`src/rtl/noc_inject_arbiter_pkg.sv`:
```
// -----------------------------------------------------------------------------
// noc_inject_arbiter_pkg
//   Shared NoC parameters and types for the local injection arbiter and the
//   round-robin arbiter it uses.
//   Contents:
//     Noc_VC_Channel / Noc_Data_Width : output-port VC count and payload width
//     NOC_FLIT_W                      : default flit width {is_header, is_tail, payload}
//     FLIT_HDR_BIT / FLIT_TAIL_BIT    : marker bit positions for the default flit
//     inj_state_e                     : injection FSM state encoding
// -----------------------------------------------------------------------------
package noc_inject_arbiter_pkg;

  localparam int Noc_VC_Channel = 4;
  localparam int Noc_Data_Width = 32;

  localparam int NOC_FLIT_W    = Noc_Data_Width + 2;
  localparam int FLIT_HDR_BIT  = NOC_FLIT_W - 1;
  localparam int FLIT_TAIL_BIT = NOC_FLIT_W - 2;

  typedef enum logic [0:0] {
    IDLE = 1'b0,
    FWD  = 1'b1
  } inj_state_e;

endpackage

```
`src/rtl/noc_inject_arbiter_if.sv`:
```
// -----------------------------------------------------------------------------
// noc_inject_arbiter_if
//   Bundle of the flit-level signals between the local sources, the injection
//   arbiter and the router local input port.
//   Signals:
//     src_valid [NUM_SRC]         per-source flit valid
//     src_flit  [NUM_SRC*FLIT_W]  per-source flit, source i at [i*FLIT_W +: FLIT_W]
//     src_ready [NUM_SRC]         per-source accept (a flit moves when valid & ready)
//     out_valid [VC_NUM]          one-hot (or zero) flit valid toward the router
//     out_flit  [FLIT_W]          flit toward the router, shared by all VCs
//     out_ready [VC_NUM]          per-VC router ready
//   Modports:
//     master : sources + router side (drives valids/flits in, ready out)
//     slave  : the arbiter
//
//   Handshake: a flit transfers on a rising clock edge exactly when valid and
//   ready are both high in the cycle before it. A source keeps valid and flit
//   stable until it is accepted; the arbiter keeps out_valid/out_flit stable
//   until the selected VC's out_ready is seen high.
// -----------------------------------------------------------------------------
interface noc_inject_arbiter_if
  import noc_inject_arbiter_pkg::*;
#(
  parameter int NUM_SRC = 4,
  parameter int VC_NUM  = Noc_VC_Channel,
  parameter int FLIT_W  = NOC_FLIT_W
);

  logic [NUM_SRC-1:0]        src_valid;
  logic [NUM_SRC*FLIT_W-1:0] src_flit;
  logic [NUM_SRC-1:0]        src_ready;
  logic [VC_NUM-1:0]         out_valid;
  logic [FLIT_W-1:0]         out_flit;
  logic [VC_NUM-1:0]         out_ready;

  modport master (
    output src_valid,
    output src_flit,
    output out_ready,
    input  src_ready,
    input  out_valid,
    input  out_flit
  );

  modport slave (
    input  src_valid,
    input  src_flit,
    input  out_ready,
    output src_ready,
    output out_valid,
    output out_flit
  );

endinterface

```
`src/rtl/noc_rr_arbiter.sv`:
```
// -----------------------------------------------------------------------------
// noc_rr_arbiter
//   Combinational round-robin arbiter. The search starts at index ptr and
//   wraps; the first requester found wins.
//   Ports:
//     req         in  [N]      request vector
//     ptr         in  [IDX_W]  highest-priority index this cycle
//     grant       out [N]      one-hot grant (zero when no request)
//     grant_idx   out [IDX_W]  index of the granted requester
//     grant_valid out          at least one request present
// -----------------------------------------------------------------------------
module noc_rr_arbiter #(
  parameter  int N     = 4,
  localparam int IDX_W = (N > 1) ? $clog2(N) : 1
) (
  input  logic [N-1:0]     req,
  input  logic [IDX_W-1:0] ptr,
  output logic [N-1:0]     grant,
  output logic [IDX_W-1:0] grant_idx,
  output logic             grant_valid
);

  logic [IDX_W-1:0] idx;

  always_comb begin
    grant       = '0;
    grant_idx   = '0;
    grant_valid = 1'b0;
    idx         = '0;
    for (int k = 0; k < N; k++) begin
      idx = IDX_W'((int'(ptr) + k) % N);
      if (!grant_valid && req[idx]) begin
        grant[idx]  = 1'b1;
        grant_idx   = idx;
        grant_valid = 1'b1;
      end
    end
  end

endmodule

```
`src/rtl/noc_inject_arbiter.sv`:
```
// -----------------------------------------------------------------------------
// noc_inject_arbiter
//   Packet-granular injection arbiter between NUM_SRC local flit sources and
//   one router local input port. A source is granted round-robin on a header
//   flit and keeps the grant (wormhole lock) until its tail flit is accepted.
//   One free VC is chosen per packet and used for every flit of that packet.
//   Flits pass through a single output register (1 cycle src -> out).
//
//   Ports:
//     noc_clk    in   clock
//     noc_rst_n  in   asynchronous active-low reset
//     inj        slave modport of noc_inject_arbiter_if (src_*/out_* handshakes)
//     proto_err  out  sticky: a non-header flit was offered while idle
//     pkt_cnt    out  [NUM_SRC*16] per-source tail count   (NOC_INJ_STATS_EN)
//     flit_cnt   out  [32] flits transferred to the router  (NOC_INJ_STATS_EN)
//     state_dbg  out  current FSM state
//
//   Build option: define NOC_INJ_STATS_EN to add the pkt_cnt/flit_cnt
//   statistics counters. Without it the ports and counters are absent.
// -----------------------------------------------------------------------------
module noc_inject_arbiter
  import noc_inject_arbiter_pkg::*;
#(
  parameter  int NUM_SRC = 4,
  parameter  int VC_NUM  = Noc_VC_Channel,
  parameter  int FLIT_W  = NOC_FLIT_W,
  localparam int PTR_W   = (NUM_SRC > 1) ? $clog2(NUM_SRC) : 1,
  localparam int VC_W    = (VC_NUM > 1) ? $clog2(VC_NUM) : 1
) (
  input  logic                  noc_clk,
  input  logic                  noc_rst_n,
  noc_inject_arbiter_if.slave   inj,
  output logic                  proto_err,
`ifdef NOC_INJ_STATS_EN
  output logic [NUM_SRC*16-1:0] pkt_cnt,
  output logic [31:0]           flit_cnt,
`endif
  output inj_state_e            state_dbg
);

  localparam int HDR_BIT  = FLIT_W - 1;
  localparam int TAIL_BIT = FLIT_W - 2;

  // ---------------------------------------------------------------------------
  // State
  // ---------------------------------------------------------------------------
  inj_state_e         state_q, state_d;
  logic [PTR_W-1:0]   grant_q, grant_d;
  logic [NUM_SRC-1:0] grant_oh_q, grant_oh_d;
  logic [VC_W-1:0]    vc_q, vc_d;
  logic [PTR_W-1:0]   rr_ptr_q, rr_ptr_d;

  logic [VC_NUM-1:0]  out_valid_q;
  logic [FLIT_W-1:0]  out_flit_q;
  logic               proto_err_q;

  // ---------------------------------------------------------------------------
  // Per-source flit view
  // ---------------------------------------------------------------------------
  logic [FLIT_W-1:0]  flit_arr [NUM_SRC];
  logic [NUM_SRC-1:0] hdr_vec;

  for (genvar gi = 0; gi < NUM_SRC; gi++) begin : g_src
    assign flit_arr[gi] = inj.src_flit[gi*FLIT_W +: FLIT_W];
    assign hdr_vec[gi]  = flit_arr[gi][HDR_BIT];
  end

  logic [FLIT_W-1:0] sel_flit;
  assign sel_flit = flit_arr[grant_q];

  // ---------------------------------------------------------------------------
  // Output register occupancy. The register can take a new flit when it is
  // empty or when its current flit leaves this same cycle.
  // ---------------------------------------------------------------------------
  logic reg_xfer;
  logic can_load;
  assign reg_xfer = |(out_valid_q & inj.out_ready);
  assign can_load = ~(|out_valid_q) | reg_xfer;

  // ---------------------------------------------------------------------------
  // Header arbitration and free-VC pick (lowest ready VC)
  // ---------------------------------------------------------------------------
  logic [NUM_SRC-1:0] arb_grant;
  logic [PTR_W-1:0]   arb_idx;
  logic               arb_valid;

  noc_rr_arbiter #(.N(NUM_SRC)) u_rr_arb (
    .req         (inj.src_valid & hdr_vec),
    .ptr         (rr_ptr_q),
    .grant       (arb_grant),
    .grant_idx   (arb_idx),
    .grant_valid (arb_valid)
  );

  logic [VC_W-1:0] vc_free;
  logic            vc_found;

  always_comb begin
    vc_free  = '0;
    vc_found = 1'b0;
    // Descending scan so the lowest ready index is the one left standing.
    for (int v = VC_NUM - 1; v >= 0; v--) begin
      if (inj.out_ready[v]) begin
        vc_free  = VC_W'(v);
        vc_found = 1'b1;
      end
    end
  end

  logic [VC_NUM-1:0] vc_onehot;
  assign vc_onehot = {{(VC_NUM-1){1'b0}}, 1'b1} << vc_q;

  // ---------------------------------------------------------------------------
  // FSM: state register
  // ---------------------------------------------------------------------------
  always_ff @(posedge noc_clk or negedge noc_rst_n) begin
    if (!noc_rst_n) begin
      state_q    <= IDLE;
      grant_q    <= '0;
      grant_oh_q <= '0;
      vc_q       <= '0;
      rr_ptr_q   <= '0;
    end else begin
      state_q    <= state_d;
      grant_q    <= grant_d;
      grant_oh_q <= grant_oh_d;
      vc_q       <= vc_d;
      rr_ptr_q   <= rr_ptr_d;
    end
  end

  // ---------------------------------------------------------------------------
  // FSM: next state and outputs
  // ---------------------------------------------------------------------------
  logic [NUM_SRC-1:0] src_ready_c;
  logic               accept;
  logic               tail_accept;
  logic               err_set;

  always_comb begin
    state_d     = state_q;
    grant_d     = grant_q;
    grant_oh_d  = grant_oh_q;
    vc_d        = vc_q;
    rr_ptr_d    = rr_ptr_q;
    src_ready_c = '0;
    accept      = 1'b0;
    tail_accept = 1'b0;
    err_set     = 1'b0;

    unique case (state_q)
      IDLE: begin
        // Nothing is accepted while idle; the cycle is spent arbitrating.
        err_set = |(inj.src_valid & ~hdr_vec);
        if (arb_valid && vc_found) begin
          grant_d    = arb_idx;
          grant_oh_d = arb_grant;
          vc_d       = vc_free;
          state_d    = FWD;
        end
      end

      FWD: begin
        // Only the locked source can move; header bits mid-packet are not
        // inspected, the flit passes through as offered.
        src_ready_c = inj.src_valid & grant_oh_q & {NUM_SRC{can_load}};
        accept      = |src_ready_c;
        tail_accept = accept & sel_flit[TAIL_BIT];
        if (tail_accept) begin
          state_d  = IDLE;
          rr_ptr_d = (grant_q == PTR_W'(NUM_SRC - 1)) ? '0 : grant_q + 1'b1;
        end
      end

      default: state_d = IDLE;
    endcase
  end

  // ---------------------------------------------------------------------------
  // Output register and sticky error
  // ---------------------------------------------------------------------------
  always_ff @(posedge noc_clk or negedge noc_rst_n) begin
    if (!noc_rst_n) begin
      out_valid_q <= '0;
      out_flit_q  <= '0;
      proto_err_q <= 1'b0;
    end else begin
      if (accept) begin
        out_flit_q  <= sel_flit;
        out_valid_q <= vc_onehot;
      end else if (reg_xfer) begin
        out_valid_q <= '0;
      end
      if (err_set) begin
        proto_err_q <= 1'b1;
      end
    end
  end

  assign inj.src_ready = src_ready_c;
  assign inj.out_valid = out_valid_q;
  assign inj.out_flit  = out_flit_q;
  assign proto_err     = proto_err_q;
  assign state_dbg     = state_q;

  // ---------------------------------------------------------------------------
  // Statistics counters (wrap naturally)
  // ---------------------------------------------------------------------------
`ifdef NOC_INJ_STATS_EN
  always_ff @(posedge noc_clk or negedge noc_rst_n) begin
    if (!noc_rst_n) begin
      pkt_cnt  <= '0;
      flit_cnt <= '0;
    end else begin
      if (tail_accept) begin
        for (int i = 0; i < NUM_SRC; i++) begin
          if (grant_q == PTR_W'(i)) begin
            pkt_cnt[i*16 +: 16] <= pkt_cnt[i*16 +: 16] + 16'd1;
          end
        end
      end
      if (reg_xfer) begin
        flit_cnt <= flit_cnt + 32'd1;
      end
    end
  end
`endif

endmodule

```
`src/flat_wrapper.sv`:
```
// flat-port wrapper written by rule: the top's interface ports become plain ports
module noc_inject_arbiter_flat import noc_inject_arbiter_pkg::*;
#(
  parameter  int NUM_SRC = 4,
  parameter  int VC_NUM  = Noc_VC_Channel,
  parameter  int FLIT_W  = NOC_FLIT_W,
  localparam int PTR_W   = (NUM_SRC > 1) ? $clog2(NUM_SRC) : 1,
  localparam int VC_W    = (VC_NUM > 1) ? $clog2(VC_NUM) : 1
)
  (noc_clk, noc_rst_n, proto_err, state_dbg, inj_src_valid, inj_src_flit, inj_out_ready, inj_src_ready, inj_out_valid, inj_out_flit);
  noc_inject_arbiter_if #(.NUM_SRC(NUM_SRC), .VC_NUM(VC_NUM), .FLIT_W(FLIT_W)) inj_i ();
  input  logic noc_clk;
  input  logic noc_rst_n;
  output logic proto_err;
  output inj_state_e state_dbg;
  input wire logic [$bits(inj_i.src_valid)-1:0] inj_src_valid;
  input wire logic [$bits(inj_i.src_flit)-1:0] inj_src_flit;
  input wire logic [$bits(inj_i.out_ready)-1:0] inj_out_ready;
  output wire logic [$bits(inj_i.src_ready)-1:0] inj_src_ready;
  output wire logic [$bits(inj_i.out_valid)-1:0] inj_out_valid;
  output wire logic [$bits(inj_i.out_flit)-1:0] inj_out_flit;
  assign inj_i.src_valid = inj_src_valid;
  assign inj_i.src_flit = inj_src_flit;
  assign inj_i.out_ready = inj_out_ready;
  assign inj_src_ready = inj_i.src_ready;
  assign inj_out_valid = inj_i.out_valid;
  assign inj_out_flit = inj_i.out_flit;
  noc_inject_arbiter #(.NUM_SRC(NUM_SRC), .VC_NUM(VC_NUM), .FLIT_W(FLIT_W)) u_core (.noc_clk(noc_clk), .noc_rst_n(noc_rst_n), .inj(inj_i), .proto_err(proto_err), .state_dbg(state_dbg));
endmodule
```
`config.mk`:
```
export PLATFORM = sky130hd
export DESIGN_NAME = noc_inject_arbiter_flat
export DESIGN_NICKNAME = d
export VERILOG_FILES = /design/src/rtl/noc_inject_arbiter_pkg.sv /design/src/rtl/noc_inject_arbiter_if.sv /design/src/rtl/noc_rr_arbiter.sv /design/src/rtl/noc_inject_arbiter.sv /design/src/flat_wrapper.sv
export SDC_FILE = /design/constraint.sdc
export NUM_CORES = 1
export LEC_CHECK = 0
export CAP_MARGIN = 5
export CELL_PAD_IN_SITES_DETAIL_PLACEMENT = 0
export CELL_PAD_IN_SITES_GLOBAL_PLACEMENT = 1
export CORE_AREA = 2 2 109 111
export CTS_CLUSTER_DIAMETER = 30
export DETAILED_ROUTE_END_ITERATION = 7
export DIE_AREA = 0 0 111 113
export GPL_ROUTABILITY_DRIVEN = 1
export PLACE_DENSITY = 0.85
export SETUP_SLACK_MARGIN = 0.15
export SLEW_MARGIN = 0
export SYNTH_ARGS = -nofsm -noshare
export SYNTH_HDL_FRONTEND = slang
export SYNTH_SLANG_ARGS = --single-unit
```
`constraint.sdc`:
```
create_clock -name noc_clk -period 4.1 [get_ports noc_clk]
set_input_delay 0.41 -clock noc_clk [delete_from_list [all_inputs] [get_ports noc_clk]]
set_output_delay 0.41 -clock noc_clk [all_outputs]
set_load 0.01 [all_outputs]
```
* After elaboration in Yosys (flattened, before gate mapping)
Index checks and enable logic that the tools add are counted.
** Storage, ports and cells
- Input port bits :: 146
- Bits in registers :: 50
- Output and inout port bits :: 44
- Word-level logic and storage cells :: 103
** Cells by class
- Add/subtract/negate cells :: 4
- Shift operators :: 1
- Magnitude comparators :: 9
- Eq/ne operators :: 1
- Reduce and logical (&&, ||, !) cells :: 18
- Bitwise gates (word level) :: 14
- Multiplexer cells :: 48
** Operators with widths (count)
- 34-bit binary-select mux with 2-bit select :: 1
- 34-bit two-way mux :: 2
- 4-bit two-way mux :: 7
- 4-bit AND :: 5
- 1-bit two-way mux :: 20
- 2-bit two-way mux :: 9
- 4-bit OR reduction :: 4
- 2-bit by 3-bit < comparator with 1-bit output (second input constant) :: 4
- 4-bit bitwise OR :: 3
- 1-bit binary-select mux with 2-bit select :: 4
- 1-bit demux with 2-bit select :: 4
- 2-bit by 1-bit greater-or-equal comparator with 1-bit output (second input constant) :: 4
- 1-bit logical AND :: 8
- 2-bit by 1-bit adder with 2-bit output (second input constant) :: 2
- 2-bit adder (second input constant) :: 2
- 4-bit NOT :: 1
- 2-bit AND reduction :: 2
- 1-bit by 2-bit left shift with 4-bit output (first input constant) :: 1
- 3-bit greater-or-equal comparator (second input constant) :: 1
- 1-bit zero test :: 3
- 2-bit NOT with 3-bit output :: 1
- 2-bit equality test (second input constant) :: 1
- 1-bit NOT :: 2
- 1-bit case mux with 2 select lines :: 1
- other kinds (3) :: 3

* Depth between registers and ports, before layout
Gate-level depths: netlist of run 1.
- Depth in word-level cells :: 16
- Gate-level depth with buffers :: 8
- Gate-level depth less buffers :: 7

* By module
Synthesis of run 1 repeated with hierarchy kept, for this count alone.
** Second synthesis, totals
- Cell total of the unflattened synthesis :: 229
- Area, all modules :: 3337.0 um2
** By module, submodules not included
- noc_inject_arbiter :: area an instance 2915.3 um2, seq. area each 1251.2 um2, cells each 184, times used 1
- noc_rr_arbiter :: area an instance 421.7 um2, seq. area each 0.0 um2, cells each 45, times used 1

* Worst setup path after synthesis of run 1
OpenSTA, ideal clock, no wires.
- Kind :: flip-flop to flip-flop
- Start :: reg u_core.rr_ptr_q[0]
- End :: reg u_core.grant_q[0]
- Cell stages (with the launch flop) :: 8
- Path slack :: 1.854 ns
- Arrival time :: 2.120 ns
- Buffers on the path :: 0
- Library setup time :: 0.126 ns
- Cells stage by stage :: dfrtp_1 > clkinv_1 > ha_1 > a21oi_1 > a211oi_1 > nor2_1 > o221ai_1 > o32a_1
** On the way
- Longest elaborated chain between the ends :: 14
- Elaborated cells between the ends (all ways) :: 27
- Classes of those cells :: add/sub: 3; mux: 16; reduce/logical: 8
** RTL lines
- start, declared :: RTL line noc_inject_arbiter.sv:51 : logic [PTR_W-1:0] rr_ptr_q, rr_ptr_d;
- start signal, assigned :: RTL line noc_inject_arbiter.sv:128 : rr_ptr_q <= rr_ptr_d;
- branches (longest 14 deep; another with 2-bit by 1-bit adder with 2-bit output)
- end signal, assigned :: RTL line noc_inject_arbiter.sv:125 : grant_q <= grant_d;
- end, declared :: RTL line noc_inject_arbiter.sv:48 : logic [PTR_W-1:0] grant_q, grant_d;
Parallel ways; which one is timed is not known. The select of a mux whose other input is x is not followed.
A chain may end at the register's enable or synchronous reset.

* Worst setup path after layout of run 1
- Start :: in inj_out_ready[0]
- End :: out inj_src_ready[1]
** On the way
- Longest elaborated chain between the ends :: 5
** RTL lines
- start, declared :: RTL line flat_wrapper.sv:18 : input wire logic [$bits(inj_i.out_ready)-1:0] inj_out_ready;
- 4-bit AND :: RTL line noc_inject_arbiter.sv:77 : assign reg_xfer = |(out_valid_q & inj.out_ready);
- 4-bit OR reduction :: RTL line noc_inject_arbiter.sv:77
- 1-bit bitwise OR :: RTL line noc_inject_arbiter.sv:78 : assign can_load = ~(|out_valid_q) | reg_xfer;
- 4-bit AND :: RTL line noc_inject_arbiter.sv:166 : src_ready_c = inj.src_valid & grant_oh_q & {NUM_SRC{can_load}};
- 4-bit two-way mux :: RTL line noc_inject_arbiter.sv:151 : unique case (state_q)
- end, declared :: RTL line flat_wrapper.sv:19 : output wire logic [$bits(inj_i.src_ready)-1:0] inj_src_ready;
No other way between the ends.

==> results of run 1 <==
[critical path, cell delays in order]
cell and delay (ps):
clkdlybuf4s50_1 450, a22o_1 260, o31ai_2 540, nor2_1 160, clkdlybuf4s50_1 510
[layer usage]
layer / wire length (um) / vias up / global-route usage, %
li1: - / 1469 / -
met1: 4850 / 1580 / 23.5
met2: 6390 / 142 / 35.6
met3: 808 / 10 / 3.91
met4: 121 / 0 / 2.75
met5: 0 / - / 0
[cell type report]
class / count / area [um2]
clock buffers: 6 / 129
clock inverters: 1 / 7.51
repair buffers: 195 / 1930
fillers: 985 / 5590
inverters: 12 / 45.0
flip-flops and latches: 50 / 1250
multi-input cells: 201 / 2140
well taps: 143 / 179
[registers in the layout, indices dropped and copies added (netlist names)]
signal,flops
u_core.vc_q,2
u_core.rr_ptr_q,2
u_core.proto_err,1
u_core.grant_oh_q,4
u_core.grant_q,2
u_core.inj.out_valid,4
u_core.inj.out_flit,34
u_core.state_dbg,1
[Yosys cell counts, types with 2 or more instances]
| master | instances |
|---|---|
| a211oi_1 | 2 |
| a21oi_1 | 11 |
| a221oi_1 | 7 |
| a22o_1 | 4 |
| a31oi_1 | 7 |
| a32o_1 | 2 |
| buf_2 | 5 |
| buf_4 | 2 |
| buf_6 | 4 |
| clkbuf_1 | 6 |
| dfrtp_1 | 50 |
| ha_1 | 8 |
| inv_1 | 10 |
| mux2_2 | 7 |
| mux2_4 | 27 |
| mux2i_1 | 2 |
| mux4_2 | 34 |
| nand2_1 | 21 |
| nand2b_1 | 3 |
| nand3_1 | 9 |
| nand4_1 | 2 |
| nor2_1 | 17 |
| o21ai_0 | 4 |
| o22ai_1 | 7 |
| or3_1 | 2 |
[worst max-delay path by stage]
stage | from | end | depth (start not counted)
after floorplan | u_core.rr_ptr_q[0] | u_core.grant_q[0] | 7
after global placement | inj_src_valid[0] | u_core.rr_ptr_q[0] | 7
after detailed placement | inj_src_valid[3] | u_core.rr_ptr_q[0] | 7
after CTS | inj_out_ready[0] | inj_src_ready[1] | 5
after global routing | u_core.rr_ptr_q[1] | u_core.grant_q[0] | 7
final | inj_out_ready[0] | inj_src_ready[1] | 5
[per-stage QoR]
stage	cells	setup slack (ps)	power [W]	cell area (um2)
after floorplan	280	1850	0.00254	3530
after global placement	601	1270	0.00337	5550
after detailed placement	601	1210	0.00342	5550
after CTS	608	1350	0.00383	5680
after global routing	608	1250	0.00404	5680
final	608	1350	0.00381	5680
[power breakdown]
| group | internal, W | switching, W |
|---|---|---|
| clock | 0.000223 | 0.000166 |
| sequential | 0.000746 | 0.000269 |
| combinational | 0.00142 | 0.000979 |
| total | 0.00239 | 0.00141 |
[cell families after synthesis]
family,synth area share [%]
mux,36.7
buf+inv,4.32
fa+ha+maj,2.83
flops,35.4
simple gates,8.53
compound gates,12.2
==> flow_metrics.env, run 1 <==
export IMPL_syn_to_final_growth_pct=60.8
export IMPL_synth_top_area_cell="dfrtp_1"
export IMPL_grt_max_degree=29
export IMPL_slew_headroom_pct=43.8
export IMPL_ant_nets=0
export IMPL_clk_insertion_delay_late_ps=280
export IMPL_cts_resized=0
export IMPL_reg2reg_depth=7
export IMPL_worst_pin_slew_ps=843
export IMPL_r2r_start="u_core.rr_ptr_q[1]"
export IMPL_die_h_um=113
export IMPL_cts_root_buffer="clkbuf_16"
export IMPL_wl_per_cell_um=20.0
export IMPL_grt_use_total_pct=19.1
export IMPL_boundaryPins=190
export IMPL_synthFlopType="dfrtp_1"
export IMPL_cts_clk_slew_worst_paths_ps=70
export IMPL_crit_fanout=6
export IMPL_final_core_util_pct=50.4
export IMPL_status="finished clean"
export IMPL_viasPerCell=5.26
export IMPL_hold_worst_slack_ps=97.2
export IMPL_syn_nets=434
export IMPL_pwr_density_cell_nw_per_um2=670
export IMPL_crit_type="input port to output pin"
export IMPL_avgSynthCellArea_um2=12.6
export IMPL_gp_congestion=0.883
export IMPL_rsz0062_at_grt="false"
export IMPL_fin_skew_ps=8.37
export IMPL_arrival_ps=2340
export IMPL_synth_area_um2=3530
export IMPL_cts_buffers_inserted=5
export IMPL_post_cts_setup_buffer_count=0
export IMPL_maxSlewViolCount=0
export IMPL_drt_iter0_drc=350
export IMPL_hold_violations=0
export IMPL_io_buffers=189
export IMPL_hold_buffers=0
export IMPL_timing_final_crit_share_pct=67.1
export IMPL_worstSetupEndpointType="output pin"
export IMPL_yosysSeqAreaShare_pct=35.4
export IMPL_drive_gt1_share_pct=19.4
export IMPL_cts_tree="done"
export IMPL_antenna_found_initial=0
export IMPL_fin_crit_ps=2750
export IMPL_async_flop_share_pct=100
export IMPL_ys_ff_latch=50
export IMPL_grt_pass1_wl_mm=19.0
export IMPL_r2r_setup_slack_ps=1400
export IMPL_hold_class="input port to async pin"
export IMPL_yosys_top_cells_area="dfrtp_1 (35%), mux4_2 (22%), mux2_4 (11%)"
export IMPL_synth_lib_cells_used_distinct=52
export IMPL_numClockSinks=50
export IMPL_vias=3201
export IMPL_required_ps=3690
export IMPL_cts_path_max_buffers=2
export IMPL_die_w_um=111
export IMPL_synth_top_cell_area_share_pct=35.4
export IMPL_wl_mm=12.2
export IMPL_r2r_end="u_core.grant_q[0]"
export IMPL_fmax_mhz=364
export IMPL_firstDrtPassIters=5
export IMPL_synthesis_instances=280
export IMPL_grt_overflow=0
export IMPL_initial_core_util_pct=31.4
export IMPL_total_leakage_power_nw=2.23
export IMPL_synth_edff_count=0
export IMPL_drv_cap=0
export IMPL_setup_tns_final_ps=0
export IMPL_core_area_um2=11300
export IMPL_finalSetupViolCount=0
export IMPL_grt_pass1_vias=3275
export IMPL_layout_commonest_cell="clkdlybuf4s50_1"
export IMPL_antenna_cells=0
export IMPL_worst_setup_path_start_kind="input port"
export IMPL_std_cell_rows=39
export IMPL_htree_levels=2
export IMPL_dp_hpwl_mm=9.81
export IMPL_mostFrequentLayoutCells="clkdlybuf4s50_1 (188), dfrtp_1 (49), mux4_2 (34)"
export IMPL_dieArea_um2=12500
export IMPL_drc=0
export IMPL_synth_warnings=0
export IMPL_final_nets=619
export IMPL_vdd_drop_max_mv=0.341
No activity file was read; power rests on OpenSTA's default activity.
==> run 2, diff against run 1 <==
--- a/config.mk
+++ b/config.mk
@@ -8,12 +8,12 @@
 export CAP_MARGIN = 5
 export CELL_PAD_IN_SITES_DETAIL_PLACEMENT = 0
 export CELL_PAD_IN_SITES_GLOBAL_PLACEMENT = 1
-export CORE_AREA = 2 2 109 111
+export CORE_AREA = 2 2 112 114
 export CTS_CLUSTER_DIAMETER = 30
 export DETAILED_ROUTE_END_ITERATION = 7
-export DIE_AREA = 0 0 111 113
+export DIE_AREA = 0 0 114 116
 export GPL_ROUTABILITY_DRIVEN = 1
-export PLACE_DENSITY = 0.85
+export PLACE_DENSITY = 0.81
 export SETUP_SLACK_MARGIN = 0.15
 export SLEW_MARGIN = 0
 export SYNTH_ARGS = -nofsm -noshare
==> constraint.sdc (replaced) <==
create_clock -name noc_clk -period 2.7 [get_ports noc_clk]
set_input_delay 0.27 -clock noc_clk [delete_from_list [all_inputs] [get_ports noc_clk]]
set_output_delay 0.27 -clock noc_clk [all_outputs]
set_load 0.01 [all_outputs]
==> run 2 against run 1 <==
Net effect: critical path type unchanged; final area rose by 2.4%; count of clock-buffer cells in the layout rose by 1; register-to-register slack lost 820 ps; routed wire length up 1.1%; final cell count grew 2.8%; flip-flop and latch count stayed put; first-iteration DRC count down 14%; largest cell class unchanged; critical path depth unchanged; critical endpoint is now inj_src_ready[3]; worst hold slack better by 340 ps; setup slack got worse by 1100 ps; via count grew 0.78%.
==> flow_metrics.env, run 2 (synthesized netlist as in run 1, its figures left out) <==
export IMPL_crit_type="input port to output pin"
export IMPL_cts_path_max_buffers=2
export IMPL_initial_core_util_pct=29.7
export IMPL_antenna_cells=0
export IMPL_hold_class="input port to async pin"
export IMPL_syn_to_final_growth_pct=64.6
export IMPL_antenna_found_initial=0
export IMPL_setup_tns_final_ps=0
export IMPL_timing_final_crit_share_pct=89.2
export IMPL_grt_overflow=0
export IMPL_total_leakage_power_nw=2.31
export IMPL_dp_hpwl_mm=10.1
export IMPL_drv_cap=0
export IMPL_fin_crit_ps=2410
export IMPL_slew_headroom_pct=59.3
export IMPL_firstDrtPassIters=4
export IMPL_multiInputGateArea_um2=2140
export IMPL_final_nets=631
export IMPL_critPathMaxStageDelay_ps=520
export IMPL_grt_use_total_pct=17.9
export IMPL_cp_common_cell="clkdlybuf4s50_1"
export IMPL_wl_per_cell_um=19.7
export IMPL_hold_violations=0
export IMPL_largest_reg_flops=34
export IMPL_required_ps=2430
export IMPL_status="finished clean"
export IMPL_worst_setup_path_start_kind="input port"
export IMPL_r2r_setup_slack_ps=580
export IMPL_core_area_um2=11900
export IMPL_n_fill_cell=1073
export IMPL_vdd_drop_max_mv=0.504
export IMPL_std_cell_rows=40
export IMPL_vias=3226
export IMPL_cts_root_buffer="clkbuf_16"
export IMPL_cts_buffers_inserted=5
export IMPL_cts_tree="done"
export IMPL_cts_resized=0
export IMPL_die_h_um=116
export IMPL_post_cts_setup_buffer_count=0
export IMPL_fmax_mhz=415
export IMPL_dieArea_um2=13200
export IMPL_gp_congestion=0.944
export IMPL_numClockSinks=50
export IMPL_htree_levels=2
export IMPL_wl_mm=12.3
export IMPL_grt_pass1_vias=3265
export IMPL_boundaryPins=190
export IMPL_drive_gt1_share_pct=21.5
export IMPL_layout_commonest_cell="clkdlybuf4s50_1"
export IMPL_rsz0062_at_grt="false"
export IMPL_die_w_um=114
export IMPL_worst_pin_slew_ps=610
export IMPL_fin_skew_ps=5.79
export IMPL_viasPerCell=5.16
export IMPL_grt_max_degree=33
export IMPL_drt_iter0_drc=301
export IMPL_arrival_ps=2140
export IMPL_cts_clk_slew_worst_paths_ps=70
export IMPL_drc=0
export IMPL_crit_fanout=6
export IMPL_critPathSlowestCell="o31ai_2"
export IMPL_placed_cell_area_um2=5650
export IMPL_maxSlewViolCount=0
export IMPL_final_cell_area_um2=5820
export IMPL_worstSetupEndpointType="output pin"
export IMPL_ant_nets=0
export IMPL_grt_pass1_wl_mm=18.2
export IMPL_finalSetupViolCount=0
export IMPL_mostFrequentLayoutCells="clkdlybuf4s50_1 (188), dfrtp_1 (49), mux4_2 (34)"
export IMPL_cp_cell_sequence="clkdlybuf4s50_1 -> a22o_1 -> o31ai_2 -> nor2_1 -> clkdlybuf4s50_1"
export IMPL_hold_worst_slack_ps=433
export IMPL_clk_insertion_delay_late_ps=290
export IMPL_final_seq_area_um2=1250
export IMPL_io_buffers=189
export IMPL_pwr_density_cell_nw_per_um2=1030
run 2: final cells by class:
class,count,share of cell area (%)
Clock inverter,1,0.151
Multi-Input combinational cell,201,36.8
Tap cell,147,3.16
Clock buffer,7,2.62
Inverter,12,0.774
Sequential cell,50,21.5
Timing Repair Buffer,207,35.0
run 2: final timing paths:
path | from | to | cells past startpoint
max | inj_out_ready[0] | inj_src_ready[3] | 5
min | noc_rst_n | u_core.inj.out_flit[0] | 2
max reg2reg | u_core.inj.out_valid[0] | u_core.inj.out_flit[23] | 5
min reg2reg | u_core.inj.out_flit[32] | u_core.inj.out_flit[32] | 2
max in group asynchronous | noc_rst_n | u_core.inj.out_flit[19] | 3
min in group noc_clk | u_core.inj.out_flit[32] | u_core.inj.out_flit[32] | 2
run 2: worst max-delay path: cells and delay by family:
kind / cells / cell delay [ps]
AO/OA/AOI/OAI: 2 / 790
buffers and inverters: 2 / 970
AND/OR/NAND/NOR: 1 / 110
run 2: through the flow:
| stage | setup WS [ps] | instances | total power [W] | utilization (%) |
|---|---|---|---|---|
| 3_3_place_gp | 322 | 616 | 0.00528 | 47.4 |
| 6_report | 291 | 625 | 0.00597 | 48.8 |
| 3_5_place_dp | 262 | 616 | 0.00533 | 47.4 |
| 4_1_cts | 290 | 625 | 0.00602 | 48.8 |
| 5_1_grt | 181 | 625 | 0.00636 | 48.8 |
| 2_1_floorplan | 454 | 280 | 0.00386 | - |
run 2: what timing repair did:
action / 4_1_cts / 5_1_grt
hold endpoints to repair: 13 / 0
endpoints found under the setup margin: 0 / 0
hold buffers: 1 / 0
run 2: power by group:
group	switching, W	total [W]	internal, W
logic	0.00161	0.00389	0.00228
clock network	0.000274	0.000670	0.000396
registers	0.000277	0.00141	0.00113
run 2: metal layers:
layer / part of all wire (%) / vias up / global-route usage (%)
met4: 1.5 / 0 / 3.90
met2: 53 / 154 / 33.8
met3: 7.9 / 13 / 3.03
li1: - / 1491 / -
met1: 37 / 1568 / 21.2
met5: 0 / - / 0
==> run 3, diff against run 2 <==
--- a/config.mk
+++ b/config.mk
@@ -13,7 +13,7 @@
 export DETAILED_ROUTE_END_ITERATION = 7
 export DIE_AREA = 0 0 114 116
 export GPL_ROUTABILITY_DRIVEN = 1
-export PLACE_DENSITY = 0.81
+export PLACE_DENSITY = 0.87
 export SETUP_SLACK_MARGIN = 0.15
 export SLEW_MARGIN = 0
 export SYNTH_ARGS = -nofsm -noshare
==> run 3 against run 2 <==
Net effect: global-route usage rose by 1.3 points; largest cell class unchanged; count of clock-buffer cells in the layout fell by 2; register-to-register slack barely moved; largest power group unchanged; utilization rose by 0.13 points; fmax rose by 0.96%; sequential power rose by 4%; clock skew rose by 0.61 ps; worst hold slack got worse by 420 ps.
==> flow_metrics.env, run 3 (synthesized netlist as in run 1, its figures left out) <==
export IMPL_hold_class="input port to async pin"
export IMPL_hold_worst_slack_ps=8.42
export IMPL_grt_max_degree=34
export IMPL_maxSlewViolCount=0
export IMPL_drv_cap=0
export IMPL_pwr_share_clk_pct=12.3
export IMPL_cts_root_buffer="clkbuf_16"
export IMPL_largest_reg_flops=34
export IMPL_pwr_density_cell_nw_per_um2=1030
export IMPL_worst_pin_slew_ps=676
export IMPL_cts_path_max_buffers=2
export IMPL_htree_levels=2
export IMPL_wl_per_cell_um=20.3
export IMPL_initial_core_util_pct=29.7
export IMPL_fin_skew_ps=6.40
export IMPL_std_cell_rows=40
export IMPL_hold_violations=0
export IMPL_required_ps=2430
export IMPL_ant_nets=0
export IMPL_cts_resized=0
export IMPL_p_sw_share_pct=36.0
export IMPL_critPathSlowestCell="clkdlybuf4s50_1"
export IMPL_worst_setup_path_start_kind="flip-flop"
export IMPL_setup_tns_final_ps=0
export IMPL_arrival_ps=2120
export IMPL_seqPwrFrac_pct=24.3
export IMPL_antenna_found_initial=1
export IMPL_wl_mm=12.7
export IMPL_busiest_layer="met2"
export IMPL_finalSetupViolCount=0
export IMPL_rsz0062_at_grt="false"
export IMPL_syn_to_final_growth_pct=65.0
export IMPL_io_buffers=189
export IMPL_fin_crit_ps=2390
export IMPL_vdd_drop_max_mv=0.532
export IMPL_post_cts_setup_buffer_count=0
export IMPL_dp_hpwl_mm=10.2
export IMPL_cts_clk_slew_worst_paths_ps=70
export IMPL_firstDrtPassIters=4
export IMPL_boundaryPins=190
export IMPL_die_h_um=116
export IMPL_grt_use_total_pct=19.1
export IMPL_clk_insertion_delay_late_ps=290
export IMPL_layout_commonest_cell="clkdlybuf4s50_1"
export IMPL_total_leakage_power_nw=2.31
export IMPL_p_sw_w=0.00217
export IMPL_drc=0
export IMPL_grt_pass1_wl_mm=19.2
export IMPL_drive_gt1_share_pct=21.6
export IMPL_die_w_um=114
export IMPL_fmax_mhz=419
export IMPL_timing_final_crit_share_pct=88.4
export IMPL_vias=3237
export IMPL_p_comb_share_pct=63.4
export IMPL_cp_cell_sequence="a22o_1 -> o31ai_2 -> nor2_1 -> clkdlybuf4s50_1"
export IMPL_slew_headroom_pct=54.9
export IMPL_hold_buffers=0
export IMPL_globalRouteMet1Util_pct=24.1
export IMPL_p_int_w=0.00385
export IMPL_gp_congestion=0.912
export IMPL_use_met3_pct=4.34
export IMPL_grt_pass1_vias=3352
export IMPL_cts_buffers_inserted=5
export IMPL_dieArea_um2=13200
export IMPL_antenna_cells=0
export IMPL_crit_fanout=6
export IMPL_crit_type="flip-flop to output pin"
export IMPL_cts_tree="done"
export IMPL_met2_usage_pct=34.1
export IMPL_worstSetupEndpointType="output pin"
export IMPL_grt_overflow=0
export IMPL_status="finished clean"
export IMPL_mostFrequentLayoutCells="clkdlybuf4s50_1 (188), dfrtp_1 (49), mux4_2 (34)"
export IMPL_drt_iter0_drc=219
export IMPL_core_area_um2=11900
export IMPL_final_nets=630
export IMPL_critPathMaxStageDelay_ps=510
export IMPL_numClockSinks=50
export IMPL_viasPerCell=5.19
run 3: metrics by stage:
stage / instance area [um2] / setup WS, ps / total power, W / utilization [%] / cells
floorplan: 3530 / 454 / 0.00386 / - / 280
global placement: 5660 / 288 / 0.00524 / 47.5 / 616
detailed placement: 5660 / 307 / 0.00532 / 47.5 / 616
CTS: 5830 / 291 / 0.00609 / 49.0 / 624
global route: 5830 / 184 / 0.00643 / 49.0 / 624
finish: 5830 / 314 / 0.00602 / 49.0 / 624
run 3: per-layer routing:
layer  vias up  part of all wire, %
li1       1491                    -
met1      1608                   41
met2       128                   52
met3        10                  6.6
met4         0                  1.0
met5         -                    0
run 3: final cells by class:
type / count / area, um2
tap: 147 / 184
multi-input combinational: 201 / 2140
inverter: 12 / 45.0
timing repair buffer: 206 / 2040
clock inverter: 3 / 48.8
fill: 1070 / 6080
sequential: 50 / 1250
clock buffer: 5 / 125
run 3: final timing paths:
path,from,to,slack (ps),depth (start not counted)
worst max-delay path,u_core.inj.out_valid[0],inj_src_ready[2],310,4
max in group asynchronous,noc_rst_n,u_core.inj.out_flit[12],1980,2
min in group noc_clk,u_core.proto_err,u_core.proto_err,490,1
worst min-delay path,noc_rst_n,u_core.inj.out_flit[1],8,1
worst min register to register,u_core.proto_err,u_core.proto_err,490,1
worst max register to register,u_core.rr_ptr_q[0],u_core.grant_q[0],570,7
run 3: power by group through the flow:
stage               clock [W]  combinational [W]  sequential (W)
global route         0.000799            0.00411         0.00153
global placement            0            0.00377         0.00147
detailed placement          0            0.00383         0.00148
floorplan                   0            0.00236         0.00150
CTS                  0.000766            0.00385         0.00147
finish               0.000739            0.00382         0.00146
run 3: critical path, delay by kind of cell, from the launching register on:
family	cells	cell delay, ps
compound gates	2	760
buf+inv	1	510
flops	1	420
simple gates	1	130
